**src/rtl/vexp_sum_buf_bf16.sv**
```systemverilog
// Row buffer and bf16 sum accumulator for the vector softmax path.
// Buffers one row of bf16 exp results, sums them through a shared external
// adder (request/response), then replays the row together with the final sum.
module vexp_sum_buf_bf16 #(
  parameter int DEPTH = 16
) (
  input  logic        CLK,
  input  logic        nRST,
  input  logic        in_valid,
  input  logic [15:0] in_data,
  input  logic        in_last,
  output logic        in_ready,
  output logic [15:0] add_a,
  output logic [15:0] add_b,
  output logic        add_valid_in,
  input  logic [15:0] add_out,
  input  logic        add_valid_out,
  output logic        out_valid,
  output logic [15:0] out_data,
  output logic [15:0] out_sum,
  output logic        out_last,
  input  logic        out_ready,
  output logic        sum_inf,
  output logic        truncated
);

  localparam int AW = $clog2(DEPTH);
  localparam int CW = AW + 1;
  localparam logic [CW-1:0] ONE  = CW'(1);
  localparam logic [CW-1:0] FULL = CW'(DEPTH);

  typedef enum logic [1:0] {ACC, ADD, WAIT, DRAIN} state_t;

  state_t          state, state_nxt;
  logic [15:0]     mem [DEPTH];
  logic [15:0]     sum;
  logic [15:0]     cur;
  logic [CW-1:0]   count;
  logic [AW-1:0]   rd;
  logic            last_seen;
  logic            trunc_q;

  logic accept;
  logic add_done;
  logic drain_hs;
  logic last_beat;

  assign accept    = in_valid && in_ready;
  assign add_done  = ((state == ADD) || (state == WAIT)) && add_valid_out;
  assign drain_hs  = (state == DRAIN) && out_ready;
  assign last_beat = ({1'b0, rd} == (count - ONE));
  assign sum_inf   = (sum[14:7] == 8'hFF);
  assign truncated = trunc_q;

  // State register.
  // NOTE: clocked state uses non-blocking (<=) so every flop samples pre-edge values.
  always_ff @(posedge CLK or negedge nRST) begin
    if (!nRST) state <= ACC;
    else       state <= state_nxt;
  end

  // Next-state decision: accept, request the add, wait for the result, drain.
  // NOTE: every combinational output gets a default first so no latch is inferred.
  always_comb begin
    state_nxt = state;
    case (state)
      ACC:   if (in_valid) state_nxt = ADD;
      ADD,
      WAIT: begin
        if (add_valid_out) begin
          if (last_seen || (count == FULL)) state_nxt = DRAIN;
          else                              state_nxt = ACC;
        end else begin
          state_nxt = WAIT;
        end
      end
      DRAIN: if (out_ready && last_beat) state_nxt = ACC;
      default: state_nxt = ACC;
    endcase
  end

  // Output decode; in_ready is held low while reset is asserted.
  always_comb begin
    in_ready     = 1'b0;
    add_a        = 16'h0000;
    add_b        = 16'h0000;
    add_valid_in = 1'b0;
    out_valid    = 1'b0;
    out_data     = 16'h0000;
    out_sum      = 16'h0000;
    out_last     = 1'b0;
    case (state)
      ACC:   in_ready = nRST;
      ADD: begin
        add_valid_in = 1'b1;
        add_a        = sum;
        add_b        = cur;
      end
      WAIT: begin
        add_a = sum;
        add_b = cur;
      end
      DRAIN: begin
        out_valid = 1'b1;
        out_data  = mem[rd];
        out_sum   = sum;
        out_last  = last_beat;
      end
      default: ;
    endcase
  end

  // Row bookkeeping: element capture, sum update, replay pointer and row clear.
  always_ff @(posedge CLK or negedge nRST) begin
    if (!nRST) begin
      sum       <= 16'h0000;
      cur       <= 16'h0000;
      count     <= '0;
      rd        <= '0;
      last_seen <= 1'b0;
      trunc_q   <= 1'b0;
    end else begin
      if (accept) begin
        cur       <= in_data;
        count     <= count + ONE;
        last_seen <= in_last;
      end
      if (add_done) begin
        sum <= add_out;
        if (!last_seen && (count == FULL)) trunc_q <= 1'b1;
      end
      if (drain_hs) begin
        if (last_beat) begin
          sum       <= 16'h0000;
          count     <= '0;
          rd        <= '0;
          last_seen <= 1'b0;
          trunc_q   <= 1'b0;
        end else begin
          rd <= rd + 1'b1;
        end
      end
    end
  end

  // Element storage, written in arrival order.
  // NOTE: the buffer has no reset; count/rd are cleared, so stale entries are never read.
  always_ff @(posedge CLK) begin
    if (accept) mem[count[AW-1:0]] <= in_data;
  end

endmodule

```
**config.mk**
```make
export PLATFORM = sky130hd
export DESIGN_NAME = vexp_sum_buf_bf16
export DESIGN_NICKNAME = d
export VERILOG_FILES = /design/src/rtl/vexp_sum_buf_bf16.sv
export SDC_FILE = /design/constraint.sdc
export NUM_CORES = 1
export LEC_CHECK = 0
export CAP_MARGIN = 30
export CORE_MARGIN = 2
export CORE_UTILIZATION = 45
export DETAILED_ROUTE_END_ITERATION = 6
export PLACE_DENSITY = 0.67
export RECOVER_POWER = 100
export SLEW_MARGIN = 20
export SYNTH_ARGS = -nofsm -noshare
export SYNTH_HDL_FRONTEND = slang
export SYNTH_SLANG_ARGS = --single-unit
```
**constraint.sdc**
```tcl
create_clock -name CLK -period 2.55 [get_ports CLK]
set_clock_uncertainty 0.05 [all_clocks]
set_input_delay 0.51 -clock CLK [delete_from_list [all_inputs] [get_ports CLK]]
set_output_delay 0.51 -clock CLK [all_outputs]
set_load 0.02 [all_outputs]
```
* Yosys cells after proc, flatten, opt, wreduce, memory -nomap -nowiden *
Memories as Yosys holds them, arrays and structs flattened.
Index checks and enable logic that the tools add are counted.

storage, ports and cells
  memories = 1
  bits in registers = 45
  logic and storage cells = 59
  bits in read-only memories = 0
  bits of input ports = 38
  bits in writable memories = 256
  latch bits = 0

operators by class
  multiplexer cells = 29
  divide/modulo/power cells = 0
  shift-type cells = 0
  equality and inequality tests = 8
  reduce and logical (&&, ||, !) cells = 11
  $add $sub $neg = 3
  $lt $le $gt $ge = 0
  bitwise logic cells = 0
  $mul = 0

memories
  memory  words  bits a word  rd ports  clocked after Yosys merged registers in  wr ports  line  RTL
  mem     16     16           1         0                                        1         35    logic [15:0] mem [DEPTH];

operators by type and width
  cell                 count
  $mux 16              7
  $mux 5               3
  $mux 1               13
  $eq 8x8->1 const B   1
  $mux 2               4
  $pmux 2 s3           1
  $add 5x1->5 const B  1
  $eq 4x5->1           1
  $eq 5x5->1 const B   1
  $logic_and 1x1->1    5
  $sub 5x1->5 const B  1
  $add 4x1->4 const B  1
  $eq 2x2->1 const B   2
  $mux 4               1
  $eq 2x1->1 const B   1
  $logic_not 2->1      1
  $logic_or 1x1->1     2
  $ne 2x1->1 const B   1
  $ne 2x2->1 const B   1
  $reduce_and 2->1     1
  $reduce_or 2->1      1
  $logic_not 1->1      1

* Longest topological paths before layout *
  depth in word-level cells = 6
  depth in mapped cells = 8
  gate-level depth less buffers = 7

* Worst setup path after synthesis *
No wires, ideal clock.

  path type = register to output
  from = register rd[1]
  to = output port out_data[0]
  path slack = 0.029 ns
  stages on the path, launching flop included = 6
  data required time = 1.990 ns
  buffers on the path = 2
  data arrival time = 1.961 ns
  path through = dfrtp_1 buf_2 clkbuf_1 mux4_2 mux4_2 and2_1

between the ends
  cells in the longest elaborated chain, start to end = 2

RTL lines
  item                    line  RTL
  start, declared         39    logic [AW-1:0] rd;
  start signal, assigned  140   rd <= rd + 1'b1;
  $mem_v2 16x16           --
  $mux 16                 92    case (state)
  end, declared           19    output logic [15:0] out_data,

Every way passes these cells.

* Final worst setup path *
  from = register rd[0]
  to = output port out_data[8]

The elaborated chain is that of the path after synthesis.

==> metrics.md <==
| Metric | Value |
|---|---|
| Setup violators final | 17 |
| Relative slew slack | -6.36% |
| Worst path required time | 1.99 ns |
| Fmax | 0.309 GHz |
| Largest cells by area after synthesis | edfxtp_1 63%, mux4_2 15%, dfrtp_1 9.2% |
| Initial core utilization | 45.7% |
| Launch point of the critical path | rd[0]$_DFFE_PN0P_ |
| Die span in x | 169 um |
| Minimum clock period | 3.24 ns |
| Final HPWL DP | 18100 um |
| WL/cell | 23.6 um |
| CTS tree | yes |
| RR Endpoint | state[0]$_DFFE_PN0P_ |
| Ys flop type | edfxtp_1 |
| Critical Path End Type | output pin |
| Maximum buffer depth of the clock tree | 3 |
| Fin nets | 919 |
| Worst-path clk slew | 0.06 ns |
| Post-Syn Area | 0.0123 sq mm |
| H-tree levels | 1 |
| Total negative slack | -10.34 ns |
| Boundary Pins | 108 |
| Die area | 0.0286 sq mm |
| Synth area leader | edfxtp_1 |
| Initial antenna violation count | 0 |
| Critical Path End | out_data[8] |
| PD cells | 1060 mW/mm^2 |
| Via count | 6836 |
| First-pass GRT wire length | 44100 um |
| MaxCap Viol Count | 1 |
| Inserted Clock Buffers | 31 |
| Final antenna-violating net count | 0 |
| Crit Path Class | reg2out |
| Final worst slack | -0.690 ns |
| Core area | 0.0269 sq mm |
| Final worst-path cycle share | 127% |
| Hold WC Path Type | reg2reg |
| Clock sink total | 301 |
| Port bufs | 107 |
| Count leader, synth | edfxtp_1 |
| Post-Synthesis Net Count | 730 |
| Fin. Hold Viols | 0 |
| Sequential-to-total area share from yosys stat | 71.8% |
| LEAKAGE | 5.59 nW |
| Status | finished with violations |
| Peak supply drop | 0.639 mV |
| R2R Path Start | rd[0]$_DFFE_PN0P_ |
| Synth warn | 0 |
| GRT Residual Overflow | 0 |
| Synth unique cells | 38 |
| Vias in the first global route | 7252 |
| Die height | 169 um |
| Mean Syn Cell Area | 18.0 sq um |
| Mapped Cells | 683 |
| Share of post-route cells with drive strength above 1 | 30.7% |
| Final routed DRC violation total | 0 |
| CP arrival | 2.68 ns |
| Total wire length | 29200 um |
| Synth top area share | 62.6% |
| Number of synthesized register bits | 301 |
| Worst setup SP type | flip-flop |
| # diodes | 0 |
| DR iter-0 viols | 541 |
| Drt via density | 5.52 |
| Failing checks | capacitance limit, slew limit, setup timing |
| Post-synth ARST share | 15.0% |
| EDFF count, synth | 256 |
| FP Rows | 60 |
| Layout filler cell count | 2081 |
| Area delta synth->final | 26.2% |
| Initial DRT Pass Iterations | 5 |
| Routability congestion estimate | 0.812 |
| Worst Max-Slew Pin Slew | 1.60 ns |
| Clk_lat worst skew | 0.56 ns |
| Largest net degree at the start of global routing | 29 |
| Root buf cell | clkbuf_16 |
| CP max FO | 5 |
| Hold path cells | 2 |
| Worst r2r path cells | 9 |
| Total GRT Usage | 20.7% |
| FF-to-FF setup slack | 0 ns |
| Max Slew Vio Count | 29 |
| RSZ-0062 raised after global routing | yes |
| Most frequent cells after synthesis | 256 x edfxtp_1, 99 x nand2_1, 80 x mux4_2 |
| Finished Core Util | 57.6% |
## registers in the layout, summed over array words and instances, names as in the netlist
name	count
truncated	1
state	2
sum	16
last_seen	1
rd	4
mem	256
cur	16
count	5
## per-layer routing
| layer | GRT usage (%) | vias up | wire length [um] |
|---|---|---|---|
| met5 | 0 | - | 0 |
| met4 | 5.76 | 0 | 699 |
| met3 | 2.94 | 53 | 1770 |
| met2 | 35.9 | 249 | 14900 |
| met1 | 27.7 | 3528 | 11800 |
| li1 | - | 3006 | - |
## kinds of logic (layout without fill, tap and decap cells)
group                      after synthesis  in the layout  share of synthesized area [%]
and+or+nand+nor                        208            208                           8.46
xor gates and xnor gates                 8              8                          0.632
adders and majority gates                9              9                          0.918
DFF                                    301            301                           71.8
buffers and inverters                   43            257                           1.67
muxes                                   82             82                           14.9
AOI/OAI and AO/OA                       32             32                           1.64
## cell usage in the layout, fill, tap and decap left out, types with 4 or more instances in the layout
master           Yosys  layout
edfxtp_1           256     256
clkbuf_2             0      23
and2_0               0      14
clkdlybuf4s15_2      0      31
and2_4               0      17
dfrtp_1             45      43
buf_4                1      20
nand2_1             99      99
o21ai_1              4       4
ha_1                 9       9
bufinv_16            0       4
and3_1               7       7
clkbuf_16            0      32
buf_6                4      21
xnor2_1              6       5
dlygate4sd2_1        0      18
clkinv_2             0       9
and2_1              79      48
clkinv_1             0       6
buf_12               0      13
nor2_1               7       7
dlygate4sd3_1        0      20
clkdlybuf4s50_1      0      20
mux4_2              80      80
a21oi_1             19      19
clkbuf_1            23      21
## area by class of cell
| class | instances | area, sq um | area share, % |
|---|---|---|---|
| Timing Repair Buffer | 194 | 1900 | 12.3 |
| Inverter | 5 | 18.8 | 0.121 |
| Multi-Input combinational cell | 339 | 3290 | 21.3 |
| Tap cell | 341 | 427 | 2.76 |
| Sequential cell | 301 | 8820 | 57.0 |
| Clock buffer | 34 | 787 | 5.08 |
| Clock inverter | 24 | 239 | 1.54 |
## worst min path at each step
stage               slack (ns)                   to                start
floorplan                 0.16   count[0]$_DFF_PN0_                 nRST
global placement          0.40  cur[15]$_DFFE_PN0P_  cur[15]$_DFFE_PN0P_
detailed placement        0.41  cur[14]$_DFFE_PN0P_  cur[14]$_DFFE_PN0P_
CTS                       0.42   count[2]$_DFF_PN0_                 nRST
global route              0.45     sum[2]$_DFF_PN0_           add_out[2]
finish                    0.42  cur[14]$_DFFE_PN0P_  cur[14]$_DFFE_PN0P_
## repair_timing
item,CTS,global route
hold buffers,1,0
gates cloned,5,1
buffers inserted,9,2
resized for setup,248,12
endpoints found under the setup margin,67,49
pin swaps,7,4
hold endpoints to repair,45,0
## through the flow
stage               setup slack (ns)  area [sq um]  std cells  power, mW  hold WS [ns]
floorplan                     0.0290         12300        683       9.41         0.164
global placement              -0.449         14300       1164       11.4         0.402
detailed placement            -0.475         14300       1164       11.6         0.405
CTS                           -0.711         15700       1237       16.6         0.420
global route                  -0.745         15500       1238       17.1         0.446
finish                        -0.690         15500       1238       16.4         0.420
## critical path, cell delays in order, from the launching register on
cell and delay [ns]:
dfrtp_4 0.52, buf_8 0.15, buf_12 0.13, buf_16 0.13, mux4_2 0.43, mux4_2 0.46, and2_4 0.17, buf_6 0.12
## power breakdown
| group | leakage [nW] | internal (mW) | total, mW | switching [mW] |
|---|---|---|---|---|
| Clock | 0.501 | 2.64 | 4.49 | 1.85 |
| Sequential | 2.85 | 5.77 | 6.06 | 0.292 |
| Combinational | 2.23 | 3.05 | 5.84 | 2.79 |
(Power assumes the default switching activity.)
